===== src/rtl/ram_burst_ctrl.sv =====
// -----------------------------------------------------------------------------
// ram_burst_ctrl
//
// Burst access controller that sits directly in front of a single-port
// synchronous RAM (AW address bits x DW data bits, 1-cycle read latency).
//
// A burst command (write or read, start address, length-1) is taken on a
// valid/ready handshake. The controller then drives the RAM strobes:
//   - write bursts stream wdata beats straight onto the RAM write port,
//   - read bursts issue RAM reads and return the data on a valid/ready stream
//     through a 2-entry response buffer. That buffer absorbs the RAM read
//     latency and any downstream backpressure.
//
// Ports
//   clk, reset_n                       clock, asynchronous active-low reset
//   cmd_valid/cmd_ready                command handshake
//   cmd_we/cmd_addr/cmd_len            1=write burst; start address; beats-1
//   wdata_valid/wdata_ready/wdata      write beat stream
//   rdata_valid/rdata_ready            read beat stream handshake
//   rdata/rdata_last                   read beat data; final beat of burst
//   err                                one-cycle pulse: burst rejected
//   cen/wen/s_addr/s_din               RAM chip enable, write enable,
//                                      address and write data
//   s_dout                             RAM read data (valid the cycle after
//                                      a read access)
//
// Optional feature (compile-time macro RAMC_BOUNDARY_ERR_EN):
//   When the macro is defined, a command whose burst would run past the top
//   of the address space is still accepted. It is then dropped without any
//   RAM access or data transfer, and err pulses for one cycle.
//   When the macro is undefined, err is tied low and such bursts wrap to
//   address 0.
// -----------------------------------------------------------------------------
module ram_burst_ctrl #(
    parameter int AW = 8,
    parameter int DW = 64,
    parameter int LW = 4
) (
    input  logic          clk,
    input  logic          reset_n,
    input  logic          cmd_valid,
    output logic          cmd_ready,
    input  logic          cmd_we,
    input  logic [AW-1:0] cmd_addr,
    input  logic [LW-1:0] cmd_len,
    input  logic          wdata_valid,
    output logic          wdata_ready,
    input  logic [DW-1:0] wdata,
    output logic          rdata_valid,
    input  logic          rdata_ready,
    output logic [DW-1:0] rdata,
    output logic          rdata_last,
    output logic          err,
    output logic          cen,
    output logic          wen,
    output logic [AW-1:0] s_addr,
    output logic [DW-1:0] s_din,
    input  logic [DW-1:0] s_dout
);

    // Beat counters need one extra bit so that they can reach len+1.
    localparam int CW = LW + 1;

    typedef enum logic [1:0] {
        S_IDLE = 2'd0,
        S_WR   = 2'd1,
        S_RD   = 2'd2
    } state_t;

    state_t          state_q, state_d;
    logic [AW-1:0]   addr_q, addr_d;        // address of the next access
    logic [LW-1:0]   len_q, len_d;
    logic [CW-1:0]   beat_q, beat_d;        // write beats accepted
    logic [CW-1:0]   issued_q, issued_d;    // read accesses issued
    logic            infl_q, infl_d;        // read issued last cycle, data on s_dout now
    logic            infl_last_q, infl_last_d;
    logic [DW-1:0]   buf_data_q [0:1];
    logic [DW-1:0]   buf_data_d [0:1];
    logic            buf_last_q [0:1];
    logic            buf_last_d [0:1];
    logic            wr_ptr_q, wr_ptr_d;
    logic            rd_ptr_q, rd_ptr_d;
    logic [1:0]      occ_q, occ_d;          // buffer occupancy, 0..2
    logic [AW-1:0]   last_addr_q, last_addr_d;
    logic [DW-1:0]   last_din_q, last_din_d;

    logic            pop;
    logic [1:0]      outstanding;

`ifdef RAMC_BOUNDARY_ERR_EN
    logic            err_q, err_d;
    logic [AW:0]     end_addr;
    logic            cmd_bad;

    // A carry out of the end address means the burst crosses the top of memory.
    assign end_addr = {1'b0, cmd_addr} + {{(AW + 1 - LW){1'b0}}, cmd_len};
    assign cmd_bad  = end_addr[AW];
    assign err      = err_q;
`else
    assign err = 1'b0;
`endif

    assign rdata_valid = (occ_q != 2'd0);
    assign rdata       = buf_data_q[rd_ptr_q];
    assign rdata_last  = rdata_valid && buf_last_q[rd_ptr_q];
    assign pop         = rdata_valid && rdata_ready;

    // Reads that will be in the buffer next cycle if we do not issue now.
    // Crediting this cycle's pop keeps one beat per cycle with rdata_ready
    // held high. Without a pop, no more than 2 reads are ever outstanding.
    assign outstanding = occ_q - {1'b0, pop} + {1'b0, infl_q};

    always_comb begin
        state_d     = state_q;
        addr_d      = addr_q;
        len_d       = len_q;
        beat_d      = beat_q;
        issued_d    = issued_q;
        infl_d      = 1'b0;
        infl_last_d = 1'b0;
        buf_data_d  = buf_data_q;
        buf_last_d  = buf_last_q;
        wr_ptr_d    = wr_ptr_q;
        rd_ptr_d    = rd_ptr_q;
        occ_d       = occ_q;
        cmd_ready   = 1'b0;
        wdata_ready = 1'b0;
        cen         = 1'b0;
        wen         = 1'b0;
        s_addr      = last_addr_q;
        s_din       = last_din_q;
`ifdef RAMC_BOUNDARY_ERR_EN
        err_d       = 1'b0;
`endif

        case (state_q)
            S_IDLE: begin
                // Gated by reset_n so that the handshake is held off while in reset.
                cmd_ready = reset_n;
                if (cmd_valid && reset_n) begin
                    addr_d   = cmd_addr;
                    len_d    = cmd_len;
                    beat_d   = '0;
                    issued_d = '0;
`ifdef RAMC_BOUNDARY_ERR_EN
                    if (cmd_bad) begin
                        err_d = 1'b1;
                    end else begin
                        state_d = cmd_we ? S_WR : S_RD;
                    end
`else
                    state_d = cmd_we ? S_WR : S_RD;
`endif
                end
            end

            S_WR: begin
                wdata_ready = 1'b1;
                if (wdata_valid) begin
                    cen    = 1'b1;
                    wen    = 1'b1;
                    s_addr = addr_q;
                    s_din  = wdata;
                    addr_d = addr_q + AW'(1);
                    beat_d = beat_q + CW'(1);
                    if (beat_q == {1'b0, len_q}) begin
                        state_d = S_IDLE;
                    end
                end
            end

            S_RD: begin
                if ((issued_q <= {1'b0, len_q}) && (outstanding < 2'd2)) begin
                    cen         = 1'b1;
                    s_addr      = addr_q;
                    addr_d      = addr_q + AW'(1);
                    issued_d    = issued_q + CW'(1);
                    infl_d      = 1'b1;
                    infl_last_d = (issued_q == {1'b0, len_q});
                end
                if (pop && buf_last_q[rd_ptr_q]) begin
                    state_d = S_IDLE;
                end
            end

            default: state_d = S_IDLE;
        endcase

        // Response buffer: push the RAM data one cycle after the read, and pop
        // on the consumer handshake. Both may happen in the same cycle.
        if (infl_q) begin
            buf_data_d[wr_ptr_q] = s_dout;
            buf_last_d[wr_ptr_q] = infl_last_q;
            wr_ptr_d             = ~wr_ptr_q;
        end
        if (pop) begin
            rd_ptr_d = ~rd_ptr_q;
        end
        occ_d = occ_q + {1'b0, infl_q} - {1'b0, pop};

        // RAM address/data hold their last driven value between accesses.
        last_addr_d = s_addr;
        last_din_d  = s_din;
    end

    always_ff @(posedge clk or negedge reset_n) begin
        if (!reset_n) begin
            state_q       <= S_IDLE;
            addr_q        <= '0;
            len_q         <= '0;
            beat_q        <= '0;
            issued_q      <= '0;
            infl_q        <= 1'b0;
            infl_last_q   <= 1'b0;
            buf_data_q[0] <= '0;
            buf_data_q[1] <= '0;
            buf_last_q[0] <= 1'b0;
            buf_last_q[1] <= 1'b0;
            wr_ptr_q      <= 1'b0;
            rd_ptr_q      <= 1'b0;
            occ_q         <= 2'd0;
            last_addr_q   <= '0;
            last_din_q    <= '0;
`ifdef RAMC_BOUNDARY_ERR_EN
            err_q         <= 1'b0;
`endif
        end else begin
            state_q       <= state_d;
            addr_q        <= addr_d;
            len_q         <= len_d;
            beat_q        <= beat_d;
            issued_q      <= issued_d;
            infl_q        <= infl_d;
            infl_last_q   <= infl_last_d;
            buf_data_q[0] <= buf_data_d[0];
            buf_data_q[1] <= buf_data_d[1];
            buf_last_q[0] <= buf_last_d[0];
            buf_last_q[1] <= buf_last_d[1];
            wr_ptr_q      <= wr_ptr_d;
            rd_ptr_q      <= rd_ptr_d;
            occ_q         <= occ_d;
            last_addr_q   <= last_addr_d;
            last_din_q    <= last_din_d;
`ifdef RAMC_BOUNDARY_ERR_EN
            err_q         <= err_d;
`endif
        end
    end

endmodule


===== config.mk =====
export PLATFORM = sky130hd
export DESIGN_NAME = ram_burst_ctrl
export DESIGN_NICKNAME = d
export VERILOG_FILES = /design/src/rtl/ram_burst_ctrl.sv
export SDC_FILE = /design/constraint.sdc
export NUM_CORES = 1
export LEC_CHECK = 0
export CAP_MARGIN = 10
export CELL_PAD_IN_SITES_DETAIL_PLACEMENT = 1
export CELL_PAD_IN_SITES_GLOBAL_PLACEMENT = 1
export CORE_ASPECT_RATIO = 0.6
export CORE_UTILIZATION = 41
export CTS_BUF_LIST = sky130_fd_sc_hd__clkbuf_8 sky130_fd_sc_hd__clkbuf_16
export DETAILED_ROUTE_END_ITERATION = 8
export PLACE_DENSITY_LB_ADDON = 0.2
export SLEW_MARGIN = 20
export SYNTH_ARGS = -nofsm -noshare
export SYNTH_HDL_FRONTEND = slang
export SYNTH_SLANG_ARGS = --single-unit
export TNS_END_PERCENT = 1

===== constraint.sdc =====
create_clock -name clk -period 8.3 [get_ports clk]
set_input_delay 2.49 -clock clk [delete_from_list [all_inputs] [get_ports clk]]
set_output_delay 2.49 -clock clk [all_outputs]
set_load 0.01 [all_outputs]

==> flow_metrics.env <==
export IMPL_hold_class="reg2reg"
export IMPL_skew_ns=0.01120
export IMPL_pin_count=289
export IMPL_antenna_cells=0
export IMPL_cellPowerDensity_nw_per_um2=423.5
export IMPL_fmax_mhz=128.9
export IMPL_cap_violations=0
export IMPL_cts_root_buf="clkbuf_16"
export IMPL_io_buffers=287
export IMPL_clkLatencyLatePin_ns=0.52
export IMPL_yosysSeqAreaShare_pct=57.77
export IMPL_drtIter0Drc=253
export IMPL_syn_nets=854
export IMPL_synth_edf_count=0
export IMPL_die_width_um=204.1
export IMPL_grt_pass1_vias=7457
export IMPL_htreeDepth=1
export IMPL_cts_hold_buffers=0
export IMPL_syn_to_final_growth_pct=40.03
export IMPL_netlist_area_um2=10050
export IMPL_pwr_share_seq_pct=33.2
export IMPL_grt_overflow=0
export IMPL_grt_start_max_net_pins=81
export IMPL_die_area_um2=25160
export IMPL_worstPathRequired_ns=5.81
export IMPL_ys_warnings_count=0
export IMPL_num_vias=6695
export IMPL_drive_above_1_share_pct=32.53
export IMPL_use_met3_pct=6.668
export IMPL_p_comb_share_pct=47.5
export IMPL_synth_main_ff_cell="dfrtp_1"
export IMPL_power_uw=5960
export IMPL_mostFrequentLayoutCells="clkdlybuf4s50_1 (286), mux2_2 (262), dfrtp_1 (231)"
export IMPL_ant_nets=0
export IMPL_core_um2=23570
export IMPL_p_leak_uw=0.005969
export IMPL_die_h_um=123.3
export IMPL_grt_total_usage_pct=21.62
export IMPL_final_hold_violation_count=0
export IMPL_slew_viol_final=0
export IMPL_synth_cell_type_count=43
export IMPL_outcome="complete, no violations"
export IMPL_initial_core_util_pct=42.65
export IMPL_internal_power_uw=4049
export IMPL_grt_first_pass_wirelength_mm=42.34
export IMPL_drc=0
export IMPL_cts_sinks=232
export IMPL_critPathMaxFanout=9
export IMPL_wire_per_inst_um=20.30
export IMPL_worst_setup_path_type="in2out"
export IMPL_p_sw_share_pct=32.06
export IMPL_worstMarginPinSlew_ns=0.9467
export IMPL_cts_setup_buffers=0
export IMPL_cts_buffer_depth=3
export IMPL_relSlewSlack_pct=36.89
export IMPL_final_common_cell="clkdlybuf4s50_1"
export IMPL_peakVddDrop_mv=0.2383
export IMPL_ys_ff_latch=232
export IMPL_busiest_layer="met2"
export IMPL_grtUsageMet2_pct=34.60
export IMPL_use_met1_pct=29.34
export IMPL_pre_cts_slack_ns=0.5120
export IMPL_rows=43
export IMPL_rsz0062_at_grt="no"
export IMPL_setup_ws_ns=0.5401
export IMPL_cts_buffers=24
export IMPL_synth_cells=695
export IMPL_routabilityCongestion=0.7490
export IMPL_antenna_found_initial=1
export IMPL_ys_async_sr_fraction_pct=100.0
export IMPL_tns_ns=0
export IMPL_cts_tree="built"
export IMPL_fin_crit_sh_pct=93.49
export IMPL_final_nets=1140
export IMPL_holdWs_ns=0.4944
export IMPL_setup_viol=0
export IMPL_via_per_inst=5.095
export IMPL_switchingPower_uw=1910
export IMPL_cts_resized=0
export IMPL_pwr_share_clk_pct=19.2
export IMPL_cp_start_kind="input pin"
export IMPL_clk_pin_slew_ns=0.06
export IMPL_dr_pass1_iters=4
export IMPL_worstPathArrival_ns=5.27
export IMPL_syn_avg_cell_area_um2=14.46
export IMPL_hpwlAfterDp_mm=18.71
export IMPL_wirelength_mm=26.68
export IMPL_end_kind="primary output"
export IMPL_min_period_ns=7.760
[through the flow]
step	util (%)	instance area [um^2]	cells
finish	59.72	14070	1314
detailed placement	56.11	13220	1270
global placement	56.11	13220	1270
global route	59.72	14070	1314
CTS	59.70	14070	1314
floorplan	-	10050	695
[worst max-delay path, cell delays in order]
cell and delay, ns:
clkdlybuf4s50_1 0.40, nand2_1 0.11, inv_1 0.06, ha_1 0.27, inv_1 0.04, ha_1 0.17, xnor3_1 0.26, nand2_1 0.10
a21oi_2 0.23, o21a_1 0.36, a22o_1 0.23, clkdlybuf4s50_1 0.54
[path summary, 6_finish.rpt]
| check | slack (ns) | cells past startpoint | start | end |
|---|---|---|---|---|
| max | 0.54 | 12 | rdata_ready | s_addr[2] |
| min | 0.49 | 1 | last_din_q[8]$_DFF_PN0_ | last_din_q[8]$_DFF_PN0_ |
| max reg2reg | 5.36 | 13 | occ_q[1]$_DFF_PN0_ | addr_q[0]$_DFFE_PN0P_ |
| min reg2reg | 0.49 | 1 | last_din_q[8]$_DFF_PN0_ | last_din_q[8]$_DFF_PN0_ |
| max in group asynchronous | 4.73 | 3 | reset_n | buf_data_q[83]$_DFFE_PN0P_ |
| min in group asynchronous | 1.88 | 1 | reset_n | last_din_q[5]$_DFF_PN0_ |
[kinds of logic after synthesis]
group                    synth area share, %
AO/OA/AOI/OAI                          3.162
flip-flops                             57.77
XOR/XNOR                               1.008
other                                0.03731
multiplexers                           30.00
AND/OR/NAND/NOR                        3.636
buffers and inverters                  2.764
adder cells (fa/ha/maj)                1.619
[Yosys cell counts, types with 6 or more instances]
library cell	count	share of area, %
ha_1	13	1.6
a22o_1	9	0.78
nand2_1	10	0.37
nor2_1	20	0.75
nor3_1	9	0.45
o211ai_1	6	0.45
nand4_1	6	0.37
and3_1	7	0.44
inv_1	21	0.78
nand3_1	10	0.50
dfrtp_1	232	58
mux2_2	262	29
buf_2	24	1.2
[area by class of cell]
cell class | instances | area [um^2]
fill | 2274 | 9493
tap | 315 | 394.1
timing repair buffer | 297 | 2969
clock inverter | 16 | 178.9
multi-input combinational | 405 | 3978
clock buffer | 28 | 666.9
sequential | 232 | 5807
inverter | 21 | 78.83
[state kept, by name (all words and copies together) (netlist names)]
signal       count
wr_ptr_q         1
occ_q            2
rd_ptr_q         1
infl_last_q      1
len_q            4
buf_data_q     128
buf_last_q       2
issued_q         5
last_addr_q      8
state_q          2
last_din_q      64
infl_q           1
beat_q           5
addr_q           8
[per-layer routing]
| metal | share of wire [%] | wire, um | up-vias |
|---|---|---|---|
| met2 | 46 | 12310 | 179 |
| met1 | 45 | 11950 | 3426 |
| met3 | 7.8 | 2068 | 31 |
| met4 | 1.3 | 339 | 2 |
| met5 | 0.049 | 13 | - |
| li1 | - | - | 3057 |
[power groups by stage]
stage / sequential (uW) / clock (uW) / combinational, uW
4_1_cts: 1990 / 1180 / 2880
3_5_place_dp: 2000 / 0 / 2850
5_1_grt: 2060 / 1220 / 3050
6_report: 1980 / 1150 / 2830
2_1_floorplan: 1870 / 0 / 1640
3_3_place_gp: 1960 / 0 / 2780
No activity file was read; power rests on OpenSTA's default activity.
